## config.mk

```make
export PLATFORM = sky130hd
export DESIGN_NAME = pc_sequencer
export DESIGN_NICKNAME = d
export VERILOG_FILES = /design/src/rtl/pc_sequencer.sv
export SDC_FILE = /design/constraint.sdc
export NUM_CORES = 1
export LEC_CHECK = 0
export BUFFER_PORTS_ARGS = -buffer_cell sky130_fd_sc_hd__clkbuf_2
export CAP_MARGIN = 20
export CORE_MARGIN = 2
export CORE_UTILIZATION = 49
export DETAILED_ROUTE_END_ITERATION = 16
export PLACE_DENSITY = 0.9
export SLEW_MARGIN = 20
export SYNTH_ARGS = -nofsm -noshare
export SYNTH_HDL_FRONTEND = slang
export SYNTH_SLANG_ARGS = --single-unit
```

## constraint.sdc

```tcl
create_clock -name clk -period 3.87 [get_ports clk]
set_input_delay 0.387 -clock clk [delete_from_list [all_inputs] [get_ports clk]]
set_output_delay 0.387 -clock clk [all_outputs]
set_load 0.05 [all_outputs]
```

## src/rtl/pc_sequencer.sv

```systemverilog
// pc_sequencer: program counter and vector sequencer for the single-cycle MIPS core.
// Owns the fetch PC, picks the next PC (sequential/branch/jump/register-jump),
// and diverts fetch to the interrupt or exception vector, saving the return
// address to $k0 on every vector entry.
//
// Build option: define PCSEQ_IRQ_EDGE_EN for an edge-triggered, latched
// interrupt request. Without it the interrupt request is level-sensitive.
module pc_sequencer #(
    parameter logic [31:0] RESET_PC = 32'h8000_0000,
    parameter logic [31:0] IRQ_VEC  = 32'h8000_0004,
    parameter logic [31:0] EXC_VEC  = 32'h8000_0008
) (
    input  logic        clk,
    input  logic        rst_n,
    input  logic        hold,
    input  logic        irq,
    input  logic        exc,
    input  logic        br_taken,
    input  logic [31:0] br_target,
    input  logic        j_en,
    input  logic [25:0] j_target,
    input  logic        jr_en,
    input  logic [31:0] jr_target,
    output logic [31:0] pc,
    output logic [31:0] pc_plus4,
    output logic        flush,
    output logic        k0_we,
    output logic [31:0] k0_wdata,
    output logic        kernel,
    output logic        irq_pending
);

    logic [31:0] pc_q;
    logic [31:0] next_pc;
    logic [31:0] j_addr;
    logic        pend_cond;
    logic        take_irq;

    assign pc       = pc_q;
    assign pc_plus4 = pc_q + 32'd4;
    assign kernel   = pc_q[31];
    assign j_addr   = {pc_plus4[31:28], j_target, 2'b00};

    // Interrupts are masked in kernel mode, lose to a same-cycle exception
    // and are not taken while the sequencer is frozen.
    assign take_irq = pend_cond & ~kernel & ~exc & ~hold & rst_n;

`ifdef PCSEQ_IRQ_EDGE_EN
    logic irq_p1;
    logic pend_q;

    // Registered irq for edge detection; pending flop set on a rising edge,
    // cleared when the interrupt is accepted (edges while pending merge).
    always_ff @(posedge clk or negedge rst_n) begin
        if (!rst_n) begin
            irq_p1 <= 1'b0;
            pend_q <= 1'b0;
        end else begin
            irq_p1 <= irq;
            if (take_irq)
                pend_q <= 1'b0;
            else if (irq && !irq_p1)
                pend_q <= 1'b1;
        end
    end

    assign pend_cond   = pend_q;
    assign irq_pending = pend_q;
`else
    // Level mode: the live irq line is the pending condition; the status
    // output reports a request that is being held off by kernel mode.
    assign pend_cond   = irq;
    assign irq_pending = irq & kernel & rst_n;
`endif

    // Next-PC selection and vector-entry side effects, highest priority first.
    always_comb begin
        next_pc  = pc_plus4;
        flush    = 1'b0;
        k0_we    = 1'b0;
        k0_wdata = 32'd0;
        if (!rst_n || hold) begin
            next_pc = pc_q;
        end else if (exc) begin
            next_pc  = EXC_VEC;
            flush    = 1'b1;
            k0_we    = 1'b1;
            k0_wdata = pc_plus4;
        end else if (take_irq) begin
            next_pc  = IRQ_VEC;
            flush    = 1'b1;
            k0_we    = 1'b1;
            k0_wdata = pc_q;
        end else if (jr_en) begin
            // Only kernel code may choose the mode bit (return to user).
            next_pc = {kernel & jr_target[31], jr_target[30:0]};
        end else if (j_en) begin
            next_pc = {pc_q[31], j_addr[30:0]};
        end else if (br_taken) begin
            next_pc = {pc_q[31], br_target[30:0]};
        end
    end

    // PC register; the kernel bit is its MSB.
    always_ff @(posedge clk or negedge rst_n) begin
        if (!rst_n)
            pc_q <= RESET_PC;
        else
            pc_q <= next_pc;
    end

endmodule
```

==> impl_metrics.ini <==
[placed_design]
hpwl_um = 9940
numPortBuffers = 196
placedCellCount = 767
routabilityCongestion = 0.850
pre_cts_ws_ns = 0.810

[synth]
synth_seq_cells = 32
synth_edf_count = 0
synth_seq_area_share_pct = 22.4
synth-compound-area-share_pct = 26.4
yosysWarnings = 0
synth_mux_area_share_pct = 1.16
syn-num-nets = 612
synth.distinct_cells = 54
avgSynthCellArea_um2 = 6.97
synthXorXnorAreaFrac_pct = 12.5
synthCells = 513
synth_top_family_by_area = simple AND/OR/NAND/NOR gates
yosys.area_share.adder_pct = 0.350
synth_simple_gate_area_share_pct = 29.3
ys_async_sr_fraction_pct = 100
ys.flop_type = dfrtp_1
synthesis.area_mm2 = 0.00357

[routing]
wirelength_um = 13800
viasPerCell = 6.05
initialDrtViolationCount = 352
drt-pass1-iter-count = 6
wire_per_inst_um = 17.7
num_vias = 4698
route.detailed.drc = 0
ant_nets = 0

[grt]
grt_max_degree = 38
grt_usage_pct = 32.5
grt_pass1_vias = 4118
grt_pass1_wl_um = 20000
grt-ovfl-total = 0
antenna_found_initial = 0

[setup_path]
reg2regPathDepth = 5
crit_slowest_cell = dfrtp_1
cpMostUsedCell = nand4_1
crit_path_cell_trace = ha_1 -> nand4_1 -> nor4_4 -> buf_4 -> nand4_1 -> or3_1 -> a21oi_1 -> clkbuf_2
r2r_end = pc[12]$_DFFE_PN0P_
crit_family = simple AND/OR/NAND/NOR gates
cp_max_fo = 17
cp.arrival_ns = 3.03
r2r_start = pc[31]$_DFFE_PN1P_
required_ns = 3.48
setup.worst_path.start_class = flip-flop
critPathKind = flip-flop to output port
rrSetupSlack_ns = 1.33
cpPeakStageDelay_ns = 0.54
worst-path-buf-inv = 2
cp-end-kind = output port

[clock_network]
cts.sinks = 32
cts_buffers = 5
cts_hold_buf = 0
insertion_delay_ns = 0.29
postCtsSetupRepairBufs = 0
cts-root-buf = clkbuf_8
clkTransAtPathRegs_ns = 0.07
post_cts_resized = 0
cts_buffer_depth = 2
h-tree-depth = 2
cts_tree = done

[power_and_ir_drop]
peakVddDrop_mv = 0.235
internal_power_w = 0.000903
power_frac_comb_pct = 55.4
p_leak_nw = 2.17
clkPwrFrac_pct = 18.4
p_sw_w = 0.00110
p_seq_share_pct = 26.2
powerDensity_mw_per_mm2 = 427
power_w = 0.00201
switching_share_pct = 55.0

[floorplan]
rows = 31
start_util_pct = 49.8
dieArea_mm2 = 0.00799
io_pins = 198
core_area_mm2 = 0.00718
die_x_um = 89.4
fp.dieH_um = 89.4

[final_layout]
largest_reg_flops = 32
finalNonFillerCells = 776
nNetsFinal = 775
layout_commonest_cell = clkbuf_2
drive_gt1_share_pct = 33.4
layout_common_cells = clkbuf_2 (196), nand2_1 (61), nor2_1 (43)
syn2layout_area_growth_pct = 31.4
nFillCells = 649
final_util_pct = 65.4
n_antenna_cell = 0

[sta]
fin_crit_ns = 3.42
worst_slack_ns = 0.448
finalCritPeriodShare_pct = 88.4
maxSlewViolCount = 0
finalHoldViolCount = 0
worst_slew_pin_slew_ns = 0.963
rsz0062_at_grt = false
max_freq_mhz = 292
skew_ns = 0.00840
relSlewSlack_pct = 35.6
setup_viol = 0
setup_tns_ns = 0

[job]
maxCapViolCount = 0

[status]
status = finished, final reports clean

[hold_path]
min_path_type = primary input to async pin
## worst max-delay path by stage
stage	from	end	slack [ns]	depth (start not counted)
6_report	pc[3]$_DFFE_PN0P_	k0_wdata[30]	0.45	8
5_1_grt	pc[3]$_DFFE_PN0P_	k0_wdata[30]	0.29	8
4_1_cts	pc[3]$_DFFE_PN0P_	k0_wdata[30]	0.50	8
3_5_place_dp	pc[3]$_DFFE_PN0P_	k0_wdata[30]	0.81	8
3_3_place_gp	pc[3]$_DFFE_PN0P_	k0_wdata[30]	0.88	8
2_1_floorplan	pc[12]$_DFFE_PN0P_	k0_wdata[30]	0.64	6
## cell usage after synthesis, types with 6 or more instances
cell | n | share of area [%]
nand2_1 | 61 | 6.4
nor2_1 | 43 | 4.5
o21ai_0 | 40 | 5.6
a21oi_1 | 37 | 5.2
clkbuf_1 | 35 | 3.7
nand3_1 | 34 | 4.8
dfrtp_1 | 31 | 22
xnor2_1 | 30 | 7.4
xor2_1 | 21 | 5.1
nand4_1 | 19 | 3.3
o22ai_1 | 17 | 3.0
inv_1 | 14 | 1.5
nor3_1 | 10 | 1.4
a31oi_1 | 9 | 1.6
buf_2 | 8 | 1.1
and3_1 | 7 | 1.2
buf_1 | 6 | 0.63
nor4_1 | 6 | 1.1
## per-layer routing
layer  GRT usage [%]  vias to the layer above  part of all wire [%]
met5               0                        -                     0
met4            14.0                        0                   3.1
li1                -                     2174                     -
met3            5.72                       44                   9.4
met2            54.6                      316                    47
met1            41.0                     2164                    40
## cell type report
type | instances | area, µm² | share of cell area, %
Clock buffer | 7 | 96.3 | 2.05
Multi-Input combinational cell | 412 | 2500 | 53.2
Sequential cell | 32 | 802 | 17.1
Inverter | 16 | 60.1 | 1.28
Clock inverter | 1 | 30.0 | 0.639
Timing Repair Buffer | 209 | 1090 | 23.1
Tap cell | 99 | 124 | 2.64
## metrics by stage
step / hold WS [ns] / cell area (µm²)
2_1_floorplan: 0.0914 / 3570
3_3_place_gp: 0.465 / 4550
3_5_place_dp: 0.472 / 4550
4_1_cts: 0.166 / 4680
5_1_grt: 0.187 / 4700
6_report: 0.164 / 4700
## cell families (layout without fill, tap and decap cells)
kind of cell	Yosys count	in the layout
simple gates	206	206
compound gates	150	150
flops	32	32
xor+xnor	51	51
fa+ha+maj	1	1
buf+inv	69	233
mux	4	4
## power by group through the flow
stage               clock (W)  sequential [W]  combinational [W]
finish               0.000369        0.000525            0.00111
global route         0.000383        0.000536            0.00117
CTS                  0.000367        0.000521            0.00111
detailed placement          0        0.000528            0.00110
global placement            0        0.000521            0.00109
floorplan                   0        0.000651           0.000700
## worst register-to-register path: cells and delay by family (launching register included)
family,cells,cell delay [ns]
flops,1,0.61
compound gates,1,0.22
buf+inv,1,0.20
simple gates,3,1.42
(Power assumes the default switching activity.)
